`src/rtl/wb_rbcp_initiator_pkg.sv`:
```
// Shared types and constants for the Wishbone-to-RBCP initiator bridge.
package wb_rbcp_initiator_pkg;

  localparam int RBCP_ADDR_W = 32;
  localparam int RBCP_DATA_W = 8;

  typedef enum logic [2:0] {
    IDLE  = 3'd0,
    ISSUE = 3'd1,
    WAIT  = 3'd2,
    RESP  = 3'd3,
    GAP   = 3'd4
  } state_t;

  typedef enum logic {
    RSP_OK      = 1'b0,
    RSP_TIMEOUT = 1'b1
  } rsp_kind_t;

  // States in which a responder ACK is unsolicited.
  function automatic logic is_stray_state(input state_t s);
    return (s == IDLE) || (s == RESP) || (s == GAP);
  endfunction

endpackage

```
`src/rtl/wb_rbcp_initiator_rbcp_timeout_timer.sv`:
```
// Saturating cycle counter with clear/enable; expire_o flags the last cycle
// before the terminal count is reached.
module rbcp_timeout_timer #(
  parameter int unsigned TERMINAL = 255
) (
  input  logic CLK,
  input  logic RST,
  input  logic clr_i,
  input  logic en_i,
  output logic expire_o
);

  localparam int unsigned W = $clog2(TERMINAL + 1);
  localparam logic [W-1:0] LAST = W'(TERMINAL - 1);
  localparam logic [W-1:0] TOP  = W'(TERMINAL);

  logic [W-1:0] cnt_q;
  logic [W-1:0] cnt_d;

  always_comb begin
    cnt_d = cnt_q;
    if (clr_i) begin
      cnt_d = '0;
    end else if (en_i && (cnt_q != TOP)) begin
      cnt_d = cnt_q + W'(1);
    end else begin
      cnt_d = cnt_q;
    end
  end

  always_ff @(posedge CLK) begin
    if (RST) begin
      cnt_q <= '0;
    end else begin
      cnt_q <= cnt_d;
    end
  end

  assign expire_o = (cnt_q == LAST);

endmodule

```
`src/rtl/wb_rbcp_initiator.sv`:
```
// Wishbone slave to RBCP master bridge: issues single-byte RBCP write/read
// transactions and converts responder silence into a Wishbone error.
module wb_rbcp_initiator
  import wb_rbcp_initiator_pkg::*;
#(
  parameter int unsigned TIMEOUT_CYCLES = 255,
  parameter int unsigned IDLE_GAP       = 1
) (
  input  logic                   CLK,
  input  logic                   RST,
  input  logic                   wb_cyc_i,
  input  logic                   wb_stb_i,
  input  logic                   wb_we_i,
  input  logic [RBCP_ADDR_W-1:0] wb_adr_i,
  input  logic [RBCP_DATA_W-1:0] wb_dat_i,
  output logic [RBCP_DATA_W-1:0] wb_dat_o,
  output logic                   wb_ack_o,
  output logic                   wb_err_o,
  output logic                   RBCP_ACT,
  output logic [RBCP_ADDR_W-1:0] RBCP_ADDR,
  output logic                   RBCP_WE,
  output logic [RBCP_DATA_W-1:0] RBCP_WD,
  output logic                   RBCP_RE,
  input  logic [RBCP_DATA_W-1:0] RBCP_RD,
  input  logic                   RBCP_ACK,
  output logic                   busy_o,
  output logic                   stray_ack_o
);

  state_t                 state_q;
  rsp_kind_t              rsp_q;
  logic                   abort_q;
  logic                   we_q;
  logic                   act_q;
  logic                   rbcp_we_q;
  logic                   rbcp_re_q;
  logic [RBCP_ADDR_W-1:0] addr_q;
  logic [RBCP_DATA_W-1:0] wd_q;
  logic [RBCP_DATA_W-1:0] rdata_q;
  logic                   ack_q;
  logic                   err_q;
  logic                   busy_q;
  logic                   stray_q;

  logic tmo_expire;
  logic gap_expire;

  rbcp_timeout_timer #(.TERMINAL(TIMEOUT_CYCLES)) u_tmo (
    .CLK      (CLK),
    .RST      (RST),
    .clr_i    (state_q == ISSUE),
    .en_i     (state_q == WAIT),
    .expire_o (tmo_expire)
  );

  rbcp_timeout_timer #(.TERMINAL(IDLE_GAP)) u_gap (
    .CLK      (CLK),
    .RST      (RST),
    .clr_i    (state_q == RESP),
    .en_i     (state_q == GAP),
    .expire_o (gap_expire)
  );

  always_ff @(posedge CLK) begin
    if (RST) begin
      state_q   <= IDLE;
      rsp_q     <= RSP_OK;
      abort_q   <= 1'b0;
      we_q      <= 1'b0;
      act_q     <= 1'b0;
      rbcp_we_q <= 1'b0;
      rbcp_re_q <= 1'b0;
      addr_q    <= '0;
      wd_q      <= '0;
      rdata_q   <= '0;
      ack_q     <= 1'b0;
      err_q     <= 1'b0;
      busy_q    <= 1'b0;
      stray_q   <= 1'b0;
    end else begin
      rbcp_we_q <= 1'b0;
      rbcp_re_q <= 1'b0;
      ack_q     <= 1'b0;
      err_q     <= 1'b0;
      stray_q   <= RBCP_ACK & is_stray_state(state_q);
      case (state_q)
        IDLE: begin
          if (wb_cyc_i && wb_stb_i) begin
            addr_q    <= wb_adr_i;
            wd_q      <= wb_dat_i;
            we_q      <= wb_we_i;
            abort_q   <= 1'b0;
            act_q     <= 1'b1;
            busy_q    <= 1'b1;
            rbcp_we_q <= wb_we_i;
            rbcp_re_q <= ~wb_we_i;
            state_q   <= ISSUE;
          end
        end
        ISSUE, WAIT: begin
          // An RBCP transaction cannot be cancelled; a dropped cycle only
          // suppresses the Wishbone termination.
          if (!wb_cyc_i) begin
            abort_q <= 1'b1;
          end
          if (RBCP_ACK) begin
            if (!we_q) begin
              rdata_q <= RBCP_RD;
            end
            rsp_q   <= RSP_OK;
            act_q   <= 1'b0;
            state_q <= RESP;
          end else if ((state_q == WAIT) && tmo_expire) begin
            rsp_q   <= RSP_TIMEOUT;
            act_q   <= 1'b0;
            state_q <= RESP;
          end else begin
            state_q <= WAIT;
          end
        end
        RESP: begin
          if (wb_cyc_i && wb_stb_i && !abort_q) begin
            ack_q <= (rsp_q == RSP_OK);
            err_q <= (rsp_q == RSP_TIMEOUT);
          end
          state_q <= GAP;
        end
        GAP: begin
          if (gap_expire) begin
            busy_q  <= 1'b0;
            state_q <= IDLE;
          end
        end
        default: begin
          act_q   <= 1'b0;
          busy_q  <= 1'b0;
          state_q <= IDLE;
        end
      endcase
    end
  end

  assign wb_dat_o    = rdata_q;
  assign wb_ack_o    = ack_q;
  assign wb_err_o    = err_q;
  assign RBCP_ACT    = act_q;
  assign RBCP_ADDR   = addr_q;
  assign RBCP_WE     = rbcp_we_q;
  assign RBCP_WD     = wd_q;
  assign RBCP_RE     = rbcp_re_q;
  assign busy_o      = busy_q;
  assign stray_ack_o = stray_q;

endmodule

```
`config.mk`:
```
export PLATFORM = sky130hd
export DESIGN_NAME = wb_rbcp_initiator
export DESIGN_NICKNAME = d
export VERILOG_FILES = /design/src/rtl/wb_rbcp_initiator_pkg.sv /design/src/rtl/wb_rbcp_initiator_rbcp_timeout_timer.sv /design/src/rtl/wb_rbcp_initiator.sv
export SDC_FILE = /design/constraint.sdc
export NUM_CORES = 1
export LEC_CHECK = 0
export ABC_CLOCK_PERIOD_IN_PS = 1800
export CORE_MARGIN = 1.5
export CORE_UTILIZATION = 40
export CTS_BUF_LIST = sky130_fd_sc_hd__clkbuf_8 sky130_fd_sc_hd__clkbuf_16
export CTS_CLUSTER_DIAMETER = 100
export DETAILED_ROUTE_END_ITERATION = 6
export GPL_TIMING_DRIVEN = 0
export MAX_ROUTING_LAYER = met4
export PLACE_DENSITY = 0.78
export SYNTH_ARGS = -nofsm -noshare
export SYNTH_HDL_FRONTEND = slang
export SYNTH_HIERARCHICAL = 1
export SYNTH_SLANG_ARGS = --single-unit
```
`constraint.sdc`:
```
create_clock -name CLK -period 1.8 [get_ports CLK]
set_input_delay 0.27 -clock CLK [delete_from_list [all_inputs] [get_ports CLK]]
set_output_delay 0.27 -clock CLK [all_outputs]
set_load 0.005 [all_outputs]
```
* After elaboration in Yosys (flattened, before gate mapping)
Index checks and enable logic that the tools add are counted.
** Storage, ports and cells
- Register bits after elaboration :: 70
- Latch bits :: 0
- Memory bits (writable) :: 0
- Memory bits (read-only) :: 0
- Output and inout bits :: 55
- Word-level logic and storage cells :: 80
- Memories :: 0
** Operators by class
- Add/subtract/negate cells :: 2
- Multiply operators :: 0
- Divide/modulo/power cells :: 0
- $lt $le $gt $ge :: 0
- Equality and inequality tests :: 10
- Shift operators :: 0
- Multiplexer cells :: 16
- Bitwise logic cells :: 11
- Reduce and logical (&&, ||, !) cells :: 25
** Operators by type and width (number)
- $pmux W3 S4 :: 1
- $reduce_and A3 Y1 :: 4
- $mux W1 :: 10
- $not A1 Y1 :: 10
- $reduce_or A3 Y1 :: 3
- $add A8 B1 Y8 const B :: 1
- $eq A8 B8 Y1 const B :: 1
- $ne A8 B8 Y1 const B :: 1
- $reduce_or A2 Y1 :: 4
- $eq A3 B2 Y1 const B :: 2
- $mux W3 :: 2
- $pmux W1 S3 :: 2
- $reduce_and A2 Y1 :: 3
- $logic_and A1 B1 Y1 :: 5
- $ne A2 B2 Y1 const B :: 2
- $reduce_bool A2 Y1 :: 2
- $eq A3 B1 Y1 const B :: 1
- $eq A3 B3 Y1 const B :: 1
- $logic_not A3 Y1 :: 1
- $ne A3 B3 Y1 const B :: 1
- $logic_or A1 B1 Y1 :: 2
- $ne A2 B1 Y1 const B :: 1
- $pmux W1 S2 :: 1
- $add A1 B1 Y1 const B :: 1
- other kinds (2) :: 2

* Depth between registers and ports, before layout
Gate-level depths: netlist (run 1).
- Word-level depth :: 5
- Gate-level depth with buffers :: 7
- Mapped depth without buffers :: 7

* Cells and area by module
The synthesis (run 1) kept the hierarchy.
** Modules (own cells, without submodules)
- wb_rbcp_initiator :: times used 1, cells an instance 283, area each 2434.8 um^2, sequential area each 1221.2 um^2
- rbcp_timeout_timer at u_tmo :: times used 1, cells an instance 51, area each 450.4 um^2, sequential area each 160.2 um^2
- rbcp_timeout_timer at u_gap :: times used 1, cells an instance 4, area each 37.5 um^2, sequential area each 20.0 um^2

* Least setup slack after synthesis (run 1)
No wires, ideal clock.
- Path type :: register to register
- From :: register state_q[1]
- To :: register u_tmo.cnt_q[5]
- Setup time :: 72 ps
- Arrival time :: 1583 ps
- Setup slack :: 146 ps
- Stages on the path, launching flop included :: 6
- Cells stage by stage :: dfxtp_1 > buf_6 > nor3b_1 > nand3_2 > a2111oi_4 > mux2i_1
** On the way
- Word-level cells in the longest chain between the ends :: 2
- Elaborated cells on any way between the ends :: 4
- Classes of those cells :: eq/ne: 2; reduce/logical: 2
** Ends and longest elaborated chain
- from (decl) :: line wb_rbcp_initiator.sv:30 : state_t state_q;
- from (signal assigned) :: line wb_rbcp_initiator.sv:66 : state_q <= IDLE;
- from (signal assigned) :: line wb_rbcp_initiator.sv:97 : state_q <= ISSUE;
- from (signal assigned) :: line wb_rbcp_initiator.sv:112 : state_q <= RESP;
- $eq A3 B1 Y1 / $eq A3 B2 Y1 (equally long branches) :: line wb_rbcp_initiator.sv:51, wb_rbcp_initiator.sv:52
- $reduce_or A2 Y1 (no line) / $logic_and A1 B1 Y1 (equally long branches)
- to (signal assigned) :: line wb_rbcp_initiator_rbcp_timeout_timer.sv:35 : cnt_q <= cnt_d;
- to (decl) :: line wb_rbcp_initiator_rbcp_timeout_timer.sv:17 : logic [W-1:0] cnt_q;
Several ways; a longest one is shown, not always the timed one.
A chain may end at the register's enable or synchronous reset.

* Worst setup path after layout (run 1)
Ends and elaborated chain as after synthesis.

==> flow_summary.toml, run 1 <==
[synth]
yosys_warnings = 6
synth_area_leader_cell = "dfxtp_1"
seq_area_frac_synth_pct = 47.95
syn_nets = 394
synth-seq-cells = 70
netlist_area_um2 = 2923
synth_cells = 338
synth_area_per_cell_um2 = 8.647
synth_top_area_share_pct = 47.95
synth_cell_types = 43
synth_area_leaders = "dfxtp_1 48%, nand3_1 8.0%, a21oi_1 7.9%, o21ai_0 6.5%, mux2i_1 3.8%"

[finish]
antenna_cells = 0
drive_gt1_share_pct = 8.658
fin_nets = 513
multi_input_area_um2 = 1335
fillers = 603
stdcell_count = 558
areaGrowthSynthToFinish_pct = 47.56
seq_area_um2 = 1401

[cts]
cts_tree = "done"
root_buffer = "clkbuf_8"
h-tree-depth = 3
clk_pin_slew_ns = 0.07
postCtsSetupRepairBufs = 0
clock-sinks = 70
cts_buffers = 9
clock_latency_ns = 0.34
cts.path.max_buffers = 2

[power]
power_density_nw_per_um2 = 835.4
power_leakage_uw = 0.001556
power_uw = 3603
max-vdd-ir-drop_uv = 479.9

[setup_path]
critPathArrivalTime_ns = 1.94
slowest_delay_ns = 0.37
critPathKind = "reg2reg"
slowest_stage = "nor3b_2"
path_cells = "buf_6, nor3b_2, nand3_2, a2111oi_4, mux2i_1"
worst_setup_path_end_kind = "flop"
critPathRequiredTime_ns = 2.07
start_kind = "flop"
critPathMaxFanout = 10

[route]
drc = 0
routedWlPerCell_um = 14.04
ant_nets = 0
num_vias = 2879
routed-wl-met2_um = 3819
wl_met1_um = 3359
wirelength_um = 7836
routed-wl-met3_um = 558
top_layer = "met4"
drt-pass1-iter-count = 4
avgViaCountPerCell = 5.159
drt-initial-drc-count = 147

[floorplan]
initial_core_util_pct = 42.09
ios = 109
die_h_um = 88.48
die-area_um2 = 7829
die_width_um = 88.48
core_area_um2 = 6944
rows = 30

[global_routing]
grt_start_max_net_pins = 12
grt_usage_pct = 21.91
grt_pass1_wl_um = 12850
grt_pass1_vias = 2765
overflow = 0
antenna_found_initial = 0

[min_path]
hold_path.class = "reg2reg"

[placement]
gp_congestion = 0.7743
port_buffers = 108
place_hpwl_um = 5708
dp_cells = 542

[sta]
whs_ns = 0.4464
slew_headroom_pct = 69.03
hold_violations = 0
tightest_slew_ns = 0.4646
slew_viol_final = 0
period_minus_slack_ns = 1.666
rsz0062_at_grt = "no"
fin_crit_sh_pct = 92.57
setup_viol = 0
fmax_ghz = 0.6002
skew_ns = 0.008796

[flow_run]
drv_cap = 0

[run_status]
outcome = "finished, final reports clean"
## routing by layer
layer / up-vias / GRT usage [%]
met1: 1347 / 25.65
li1: 1438 / -
met4: 0 / 7.528
met5: - / -
met2: 84 / 34.98
met3: 10 / 7.743
## per-stage QoR
stage	worst slack [ns]	TNS (ns)	instance area [um^2]	utilization, %
floorplan	0.1455	0	2923	-
global placement	-0.2295	-8.058	4124	59.39
detailed placement	-0.2312	-8.257	4124	59.39
CTS	0.1161	0	4312	62.09
global route	0.0001552	0	4313	62.11
finish	0.1338	0	4313	62.11
## power by group
part	switching, uW	total (uW)	internal [uW]
registers	45.8	1680	1640
clock network	566	1190	620
logic	358	734	377
## synthesized netlist by cell type
cell type,count
nor4bb_1,1
and2_1,1
nor4_1,1
nor3_1,4
or2_2,1
nor2_4,1
a21oi_1,46
o211a_1,2
nor3b_1,2
o21ai_0,38
or2_4,1
and4_4,1
a31oi_1,4
clkbuf_1,12
a32o_1,1
buf_1,1
o31a_1,1
a2111oi_4,1
xor2_1,1
mux2i_1,11
nor3_2,1
inv_1,10
buf_6,4
nor2_1,13
nand3_2,1
o21ai_1,7
nor2b_1,1
and3b_1,2
o211ai_1,1
nand2_1,23
a211oi_1,2
nand4_1,2
o311ai_1,1
nand3_1,47
xnor2_2,1
ha_1,2
or3_1,2
nand3b_1,1
dfxtp_1,70
o2111ai_1,1
and4_1,2
buf_2,12
nor4b_4,1
## final timing paths
| check | from | endpoint | slack (ns) | cells past startpoint |
|---|---|---|---|---|
| worst max-delay path | state_q[1]$_SDFFE_PP0P_ | u_tmo/cnt_q[5]$_SDFFE_PP0P_ | 0.13 | 5 |
| worst min-delay path | rsp_q$_SDFFE_PP0P_ | wb_err_o$_SDFF_PP0_ | 0.45 | 2 |
| worst max register to register | state_q[1]$_SDFFE_PP0P_ | u_tmo/cnt_q[5]$_SDFFE_PP0P_ | 0.13 | 5 |
| worst min register to register | rsp_q$_SDFFE_PP0P_ | wb_err_o$_SDFF_PP0_ | 0.45 | 2 |
## area by class of cell
cell class	count	area share [%]
Tap cell	96	2.785
Clock buffer	9	2.872
Buffer	29	3.597
Timing Repair Buffer	108	25.07
Multi-Input combinational cell	229	30.95
Inverter	10	0.8703
Sequential cell	70	32.49
Clock inverter	7	1.364
## state kept, by name (all words and copies together), names as in the netlist
name         cells
RBCP_ADDR       32
RBCP_WD          8
u_tmo/cnt_q      8
wb_dat_o         8
state_q          3
RBCP_ACT         1
RBCP_RE          1
RBCP_WE          1
abort_q          1
busy_o           1
rsp_q            1
stray_ack_o      1
u_gap/cnt_q      1
wb_ack_o         1
wb_err_o         1
we_q             1
## critical path: cells and delay by family (launching register included)
family | cells | cell delay (ns)
and+or+nand+nor | 2 | 0.55
AOI/OAI and AO/OA | 1 | 0.36
DFF | 1 | 0.33
muxes | 1 | 0.21
buffers and inverters | 1 | 0.15
## repair_timing
| action | in CTS | in global routing |
|---|---|---|
| setup endpoints to repair | 3 | 1 |
| resized for setup | 1 | 3 |
| hold buffers | 0 | 0 |
## logic make-up after synthesis
kind of cell             Yosys count  synth area share (%)
buffers and inverters             39                 6.550
adder cells (fa/ha/maj)            2                0.8560
XOR/XNOR                           2                0.8564
AO/OA/AOI/OAI                    105                 20.08
multiplexers                      11                 3.767
AND/OR/NAND/NOR                  109                 19.95
flip-flops                        70                 47.95
## cells in the final DEF (no fill, tap or decap), types with 4 or more instances in the layout
cell type	netlist	layout
o21ai_0	38	38
clkdlybuf4s50_1	0	108
buf_2	12	12
inv_1	10	13
clkbuf_8	0	9
nand3_1	47	47
mux2i_1	11	11
o21ai_1	7	7
nor3_1	4	4
nand2_1	23	23
nor2_1	13	13
a21oi_1	46	46
clkbuf_1	12	10
a31oi_1	4	4
dfxtp_1	70	70
buf_6	4	4
No activity file was read; power rests on OpenSTA's default activity.
==> run 2: changes to the inputs <==
Settings changed: CAP_MARGIN set to 5, CORE_MARGIN 1.5 to not set, SKIP_LAST_GASP set to 1.
==> run 2 against run 1 <==
Die area is 2.2% lower. Hold slack better by 0.012 ns. Count of clock-buffer cells in the layout stayed put. Register-to-register slack better by 0.02 ns. Via count is 1.6% higher. Clock skew is 0.0035 ns lower. Final cell count stayed put. Critical endpoint is now state_q[0]$_SDFFE_PP0P_. Largest power group unchanged.
==> flow_summary.toml, run 2 (synthesis results as in run 1) <==
[sta]
fmax_ghz = 0.6082
rsz0062_at_grt = "no"
skew_ns = 0.005316
tightest_slew_ns = 0.4481
slew_viol_final = 0
whs_ns = 0.4586
slew_headroom_pct = 69.72
setup_viol = 0
period_minus_slack_ns = 1.644
hold_violations = 0
fin_crit_sh_pct = 91.34

[global_routing]
grt.met2_usage_pct = 33.88
grt_usage_pct = 21.25
grt_pass1_vias = 2762
antenna_found_initial = 0
grt_start_max_net_pins = 13
grt.busiest_layer = "met2"
grt_use_met3_pct = 6.919
grt.met1_usage_pct = 26.01
grt_pass1_wl_um = 12410
overflow = 0

[placement]
place_hpwl_um = 5621
port_buffers = 108
dp_cells = 542
gp_congestion = 0.7554

[route]
num_vias = 2924
avgViaCountPerCell = 5.240
wirelength_um = 7884
drt-pass1-iter-count = 4
drt-initial-drc-count = 182
ant_nets = 0
routedWlPerCell_um = 14.13
drc = 0

[finish]
areaGrowthSynthToFinish_pct = 48.03
final_common_cell = "clkdlybuf4s50_1"
largest_reg_flops = 32
stdcell_count = 558
antenna_cells = 0
most-common-layout-cells = "108 x clkdlybuf4s50_1, 70 x dfxtp_1, 47 x nand3_1, 46 x a21oi_1, 38 x o21ai_0"
fin_nets = 513
drive_gt1_share_pct = 9.091

[power]
power_leakage_uw = 0.001544
power_density_nw_per_um2 = 842.8
max-vdd-ir-drop_uv = 436.7

[cts]
postCtsSetupRepairBufs = 0
clock_latency_ns = 0.34
cts_tree = "done"
root_buffer = "clkbuf_8"
clock-sinks = 70
clk_pin_slew_ns = 0.07
h-tree-depth = 3
cts_buffers = 9
cts.path.max_buffers = 2

[setup_path]
start_kind = "flop"
critPathRequiredTime_ns = 2.07
critPathKind = "reg2reg"
critPathMaxFanout = 5
critPathArrivalTime_ns = 1.92
worst_setup_path_end_kind = "flop"

[floorplan]
initial_core_util_pct = 42.09
die-area_um2 = 7653
die_h_um = 87.48
die_width_um = 87.48
ios = 109
core_area_um2 = 6944
rows = 30

[min_path]
hold_path.class = "reg2reg"

[flow_run]
drv_cap = 0

[run_status]
outcome = "finished, final reports clean"
-- run 2: power breakdown --
part | switching (uW) | internal (uW) | leakage [uW]
clock | 596 | 629 | 0.0000924
sequential | 45.5 | 1640 | 0.000570
combinational | 361 | 379 | 0.000882
total | 1000 | 2640 | 0.00154
-- run 2: worst max-delay path, cell delays in order, from the launching register on --
cell      delay (ns)
dfxtp_1         0.41
ha_1            0.18
nand3_1         0.07
nor2_1          0.15
nor4bb_1        0.47
o211ai_1        0.15
a21oi_1         0.15
-- run 2: final timing paths --
kind / start / endpoint / slack, ns / cells past startpoint
setup reg to reg: u_tmo/cnt_q[1]$_SDFFE_PP0P_ / state_q[0]$_SDFFE_PP0P_ / 0.16 / 6
hold / removal: rsp_q$_SDFFE_PP0P_ / wb_err_o$_SDFF_PP0_ / 0.46 / 2
hold reg to reg: rsp_q$_SDFFE_PP0P_ / wb_err_o$_SDFF_PP0_ / 0.46 / 2
setup / recovery: u_tmo/cnt_q[1]$_SDFFE_PP0P_ / state_q[0]$_SDFFE_PP0P_ / 0.16 / 6
-- run 2: metal layers --
layer	part of all wire, %	wire [um]
met5	0	0
met4	0.72	57
met3	7.1	563
met2	48	3768
met1	44	3496
-- run 2: final cells by class --
| class | instances | area (um^2) |
|---|---|---|
| Clock inverter | 7 | 66.31 |
| Clock buffer | 9 | 123.9 |
| Sequential cell | 70 | 1401 |
| Tap cell | 96 | 120.1 |
| Multi-Input combinational cell | 229 | 1341 |
| Inverter | 10 | 37.54 |
| Timing Repair Buffer | 108 | 1081 |
| Fill cell | 589 | 2618 |
| Buffer | 29 | 155.1 |
-- run 2: timing repair --
action | in CTS | in global routing
gates resized for setup | 1 | 3
endpoints found under the setup margin | 3 | 27
gates cloned | 0 | 0
hold buffers | 0 | 0
-- run 2: through the flow --
| stage | utilization [%] | setup TNS [ns] | worst slack [ns] | power (uW) | area (um^2) |
|---|---|---|---|---|---|
| after global placement | 59.39 | -7.848 | -0.2197 | 2433 | 4124 |
| after floorplan | - | 0 | 0.1455 | 2075 | 2923 |
| after detailed placement | 59.39 | -9.567 | -0.2632 | 2445 | 4124 |
| after global routing | 62.31 | 0 | 0.03023 | 3794 | 4327 |
| final | 62.31 | 0 | 0.1558 | 3646 | 4327 |
| after CTS | 62.20 | 0 | 0.08492 | 3664 | 4319 |
